File: src/rtl/pipe_hazard_ctrl.sv
// pipe_hazard_ctrl: hazard and sequencing control for the 5-stage pipeline.
//
// Tracks destination-register info of the instructions in EX, MEM and WB, and
// from it derives load-use stalls, taken-branch/jump flushes, a whole-pipe
// freeze while data memory is busy, and EX-stage operand forwarding selects.
// A saturating counter accumulates stall and freeze cycles.
//
// Ports:
//   clk, rst          clock; synchronous active-high reset
//   id_valid          IF/ID holds a real instruction
//   id_rs, id_rt      source registers of the ID instruction
//   id_uses_rs/rt     ID instruction actually reads rs / rt
//   id_dst            destination register chosen by RegDst
//   id_regwrite       RegWrite from the decoder
//   id_memread        MemRead from the decoder; nonzero marks a load
//   ex_take           branch taken / jump resolved in EX
//   mem_busy          data memory not ready, MEM must hold
//   cnt_clr           clear the stall counter
//   pc_write          PC enable
//   ifid_write        IF/ID enable
//   ifid_flush        load a NOP into IF/ID
//   idex_bubble       load a NOP into ID/EX
//   pipe_en           enable for ID/EX, EX/MEM, MEM/WB
//   fwd_a, fwd_b      operand select: 00 regfile, 10 EX/MEM, 01 MEM/WB
//   stall_cycles      saturating stall/freeze cycle count
module pipe_hazard_ctrl #(
  parameter int unsigned REG_W = 5,
  parameter int unsigned CNT_W = 16
) (
  input  logic             clk,
  input  logic             rst,
  input  logic             id_valid,
  input  logic [REG_W-1:0] id_rs,
  input  logic [REG_W-1:0] id_rt,
  input  logic             id_uses_rs,
  input  logic             id_uses_rt,
  input  logic [REG_W-1:0] id_dst,
  input  logic             id_regwrite,
  input  logic [1:0]       id_memread,
  input  logic             ex_take,
  input  logic             mem_busy,
  input  logic             cnt_clr,
  output logic             pc_write,
  output logic             ifid_write,
  output logic             ifid_flush,
  output logic             idex_bubble,
  output logic             pipe_en,
  output logic [1:0]       fwd_a,
  output logic [1:0]       fwd_b,
  output logic [CNT_W-1:0] stall_cycles
);

  typedef enum logic [2:0] {
    StReset,
    StFreeze,
    StFlush,
    StLoadUse,
    StRun
  } mode_e;

  mode_e mode;

  // Shadow copies of the in-flight instructions' register usage
  logic [REG_W-1:0] ex_rs_q, ex_rt_q, ex_dst_q;
  logic             ex_rw_q, ex_load_q;
  logic [REG_W-1:0] mem_dst_q;
  logic             mem_rw_q;
  logic [REG_W-1:0] wb_dst_q;
  logic             wb_rw_q;

  logic [CNT_W-1:0] cnt_q;

  logic load_use;
  logic id_keep;

  // ex_rw_q is already zero for writes to register 0, so no separate r0 check
  assign load_use = id_valid & ex_load_q & ex_rw_q &
                    ((id_uses_rs & (id_rs == ex_dst_q)) |
                     (id_uses_rt & (id_rt == ex_dst_q)));

  always_comb begin
    mode = StRun;
    if (rst) begin
      mode = StReset;
    end else if (mem_busy) begin
      // EX holds its branch, so ex_take is seen again once memory is ready
      mode = StFreeze;
    end else if (ex_take) begin
      // The stalled younger instruction is squashed anyway
      mode = StFlush;
    end else if (load_use) begin
      mode = StLoadUse;
    end
  end

  always_comb begin
    pc_write    = 1'b1;
    ifid_write  = 1'b1;
    ifid_flush  = 1'b0;
    idex_bubble = 1'b0;
    pipe_en     = 1'b1;
    unique case (mode)
      StReset: begin
        pc_write    = 1'b0;
        ifid_write  = 1'b0;
        ifid_flush  = 1'b1;
        idex_bubble = 1'b1;
        pipe_en     = 1'b0;
      end
      StFreeze: begin
        pc_write   = 1'b0;
        ifid_write = 1'b0;
        pipe_en    = 1'b0;
      end
      StFlush: begin
        ifid_flush  = 1'b1;
        idex_bubble = 1'b1;
      end
      StLoadUse: begin
        pc_write    = 1'b0;
        ifid_write  = 1'b0;
        idex_bubble = 1'b1;
      end
      default: ;
    endcase
  end

  // EX/MEM result is younger than MEM/WB, so it wins when both match
  function automatic logic [1:0] fwd_sel(input logic [REG_W-1:0] src);
    if (mem_rw_q && (mem_dst_q == src)) begin
      return 2'b10;
    end else if (wb_rw_q && (wb_dst_q == src)) begin
      return 2'b01;
    end
    return 2'b00;
  endfunction

  always_comb begin
    fwd_a = 2'b00;
    fwd_b = 2'b00;
    if (!rst) begin
      fwd_a = fwd_sel(ex_rs_q);
      fwd_b = fwd_sel(ex_rt_q);
    end
  end

  assign id_keep = id_valid & ~idex_bubble;

  always_ff @(posedge clk) begin
    if (rst) begin
      ex_rs_q   <= '0;
      ex_rt_q   <= '0;
      ex_dst_q  <= '0;
      ex_rw_q   <= 1'b0;
      ex_load_q <= 1'b0;
      mem_dst_q <= '0;
      mem_rw_q  <= 1'b0;
      wb_dst_q  <= '0;
      wb_rw_q   <= 1'b0;
    end else if (pipe_en) begin
      if (id_keep) begin
        ex_rs_q   <= id_rs;
        ex_rt_q   <= id_rt;
        ex_dst_q  <= id_dst;
        ex_rw_q   <= id_regwrite & (id_dst != '0);
        ex_load_q <= (id_memread != 2'b00);
      end else begin
        ex_rs_q   <= '0;
        ex_rt_q   <= '0;
        ex_dst_q  <= '0;
        ex_rw_q   <= 1'b0;
        ex_load_q <= 1'b0;
      end
      mem_dst_q <= ex_dst_q;
      mem_rw_q  <= ex_rw_q;
      wb_dst_q  <= mem_dst_q;
      wb_rw_q   <= mem_rw_q;
    end
  end

  always_ff @(posedge clk) begin
    if (rst) begin
      cnt_q <= '0;
    end else if (cnt_clr) begin
      cnt_q <= '0;
    end else if (((mode == StFreeze) || (mode == StLoadUse)) && (cnt_q != '1)) begin
      cnt_q <= cnt_q + {{(CNT_W-1){1'b0}}, 1'b1};
    end
  end

  assign stall_cycles = cnt_q;

endmodule
File: config.mk
export PLATFORM = sky130hd
export DESIGN_NAME = pipe_hazard_ctrl
export DESIGN_NICKNAME = d
export VERILOG_FILES = /design/src/rtl/pipe_hazard_ctrl.sv
export SDC_FILE = /design/constraint.sdc
export NUM_CORES = 1
export LEC_CHECK = 0
export ABC_AREA = 1
export ABC_CLOCK_PERIOD_IN_PS = 3020
export BUFFER_PORTS_ARGS = -buffer_cell sky130_fd_sc_hd__clkbuf_2
export CORE_MARGIN = 2
export CORE_UTILIZATION = 30
export CTS_CLUSTER_DIAMETER = 40
export CTS_CLUSTER_SIZE = 28
export DETAILED_ROUTE_END_ITERATION = 16
export GPL_ROUTABILITY_DRIVEN = 0
export GPL_TIMING_DRIVEN = 1
export PLACE_DENSITY = 0.48
export SETUP_SLACK_MARGIN = 0.1
export SLEW_MARGIN = 20
export SYNTH_ARGS = -nofsm -noshare
export SYNTH_HDL_FRONTEND = slang
export SYNTH_SLANG_ARGS = --single-unit
File: constraint.sdc
create_clock -name clk -period 3.02 [get_ports clk]
set_input_delay 0.302 -clock clk [delete_from_list [all_inputs] [get_ports clk]]
set_output_delay 0.302 -clock clk [all_outputs]
set_load 0.03 [all_outputs]
==> metrics <==
maxcap violations=0; layout cells sized above 1=20.0%; CTS Hold Buffers Added=0; clk buf depth=2; hold-critical path depth=4; Final Hold Viols=0; Max Clock Skew=0.00292 ns; clock slew at reported path FFs=0.09 ns; switching share of total power=25.9%; Least-Margin Pin Slew=0.633 ns; hold crit path type=primary input to flip-flop; Core Area=0.00859 mm^2; Crit Path Category=flip-flop to output port; drt drc=0; CP arrival=2.12 ns; worst skew pair latency=0.30 ns; detailed-placement wirelength estimate=5110 um; Synth Area per Inst=6.86 um^2; fin crit share=80.2%; Syn Nets=408; fin cells=529; first-pass GRT wire length=12,000 um; CP dominant cell by count=nand2_1; VDD IR-drop max=165 uV; Startpoint Class=flip-flop; synthesized flop and latch total=45; Die Wd=97.4 um; Flop pwr share=47.1%; Worst path max stage delay=0.44 ns; worst path bufs/invs=2; Final min period=2.42 ns; Slew Limit Fails=0; synth warn=0; dpl cells=521; GRT Util Overall=15.4%; Comb power frac=13.1%; crit-path cells=inv_2 > nand2_1 > nand2_1 > nor2_1 > nand3_1 > nand2_1 > nand2_1 > nand2_1 > nand2_1 > o21ai_1 > clkbuf_2; area grow syn2layout=17.2%; initial antenna violation count=0; vias in the first global route=2,325; Top Ports=51; outcome=completed; RSZ-0062 raised after global routing=false; leakage power=1.23 nW; ANT cells=0; setup tns final=0 ns; vias per cell=4.82; worst-path maximum fanout=19; Rel. slew slack=57.7%; number of distinct library cells after synthesis=35; CP top delay family=simple AND/OR/NAND/NOR gates; wire length per cell=13.3 um; clock power share=39.8%; Syn Inst Count=381; cell area after layout=0.00306 mm^2; CP Capture Type=output port; largest net degree at the start of global routing=62; CP required=2.72 ns; final worst-path setup slack=0.597 ns; Slowest-stage cell, CP=dfxtp_1; Placed Instance Area=0.00293 mm^2; internal power=1.01 mW; post-synthesis sequential area ratio=34.4%; Pwr Density=444 mW/mm^2; Hold WS=0.251 ns; postcts setup bufs=0; initial core utilization=30.4%; DR pass1 iterations=4; IO Port Bufs=50; htree depth=2; Root Buffer=clkbuf_8; Levels on crit path=11; post-place setup slack=0.764 ns; ANT nets after route=0; Final Setup Violations=0; TritonCTS clock tree=yes; full die area=0.00948 mm^2; number of CTS-inserted buffers=5; Post-Syn Area=0.00262 mm^2; # nets final=447; Sink Count=45; detailed-route via count=2,551; initial drt markers=127; NetSw=352 uW; FMAX=413 MHz; post-cts repair resize count=0; total grt overflow=0; Rows=34; cell depth of the worst flop-to-flop path=9; Die H=97.4 um; final WL=7050 um
==> cell usage after synthesis (all sizes together) <==
cell type,n,area share (%)
nor3,4,0.96
a211oi,2,0.57
xor2,12,4.0
o2111ai,1,0.33
nor2,34,5.2
a221oi,1,0.33
buf,8,1.7
o211ai,5,1.4
clkbuf,13,1.9
nand4,35,8.4
o41ai,1,0.33
xnor2,9,3.0
ha,1,0.48
nand2,77,11
and3,1,0.24
nor4,2,0.48
or2,3,0.72
nand3,11,2.5
clkinv,2,0.29
inv,37,5.3
nand3b,2,0.57
o22ai,3,0.72
dfxtp,45,34
a21oi,44,9.6
o21ai,28,5.4
==> power groups by stage <==
stage,clock network [mW],registers [mW],logic [mW]
2_1_floorplan,0,0.648,0.129
3_3_place_gp,0,0.654,0.178
3_5_place_dp,0,0.654,0.179
4_1_cts,0.557,0.640,0.180
5_1_grt,0.583,0.644,0.205
6_report,0.541,0.640,0.178
==> placed cells by master (no fill, tap or decap), drive strengths merged, types with 5 or more instances in the layout <==
cell type / count
nor2: 34
nand2: 77
nand4: 35
o211ai: 5
nand3: 11
o21ai: 28
inv: 37
dfxtp: 45
a21oi: 44
clkbuf: 55
xor2: 12
xnor2: 9
==> kinds of logic after synthesis <==
| group | share of synthesized area [%] |
|---|---|
| DFF | 34.4 |
| xor gates and xnor gates | 7.03 |
| AOI/OAI and AO/OA | 18.7 |
| buffers and inverters | 9.14 |
| adders and majority gates | 0.478 |
| and+or+nand+nor | 30.2 |
==> state kept, by name, summed over array words and instances, names as in the netlist <==
name,cells
ex_load_q,1
stall_cycles,16
wb_dst_q,5
ex_dst_q,5
mem_dst_q,5
ex_rs_q,5
mem_rw_q,1
wb_rw_q,1
ex_rt_q,5
ex_rw_q,1
==> cell type report <==
cell class                 count  area, um^2
tap                          108         135
multi-input combinational    276        1480
fill                         959        5530
timing repair buffer          53         273
inverter                      39         146
sequential                    45         901
clock buffer                   5        68.8
clock inverter                 3        65.1
==> tightest hold or removal path, delay by kind of cell <==
family        cells  cell delay (ns)
simple gates      3             0.14
buf+inv           1             0.08
==> path summary, 6_finish.rpt <==
kind	startpoint	endpoint	slack, ns
min reg2reg	stall_cycles[15]	stall_cycles[15]	0.51
min	cnt_clr	stall_cycles[0]	0.25
max reg2reg	stall_cycles[0]	stall_cycles[11]	0.74
max	ex_dst_q[2]	ifid_flush	0.60
==> routing by layer <==
layer	wire [um]	up-vias	part of all wire (%)	GRT usage, %
met2	2800	59	40	20.9
met1	3910	1123	55	24.9
met3	268	5	3.8	2.30
met4	73	0	1.0	3.85
met5	0	-	0	0
li1	-	1364	-	-
==> through the flow <==
step / power (mW) / util [%]
6_report: 1.36 / 35.7
2_1_floorplan: 0.777 / -
5_1_grt: 1.43 / 35.7
4_1_cts: 1.38 / 35.7
3_3_place_gp: 0.832 / 34.1
3_5_place_dp: 0.833 / 34.1
(Power assumes the default switching activity.)
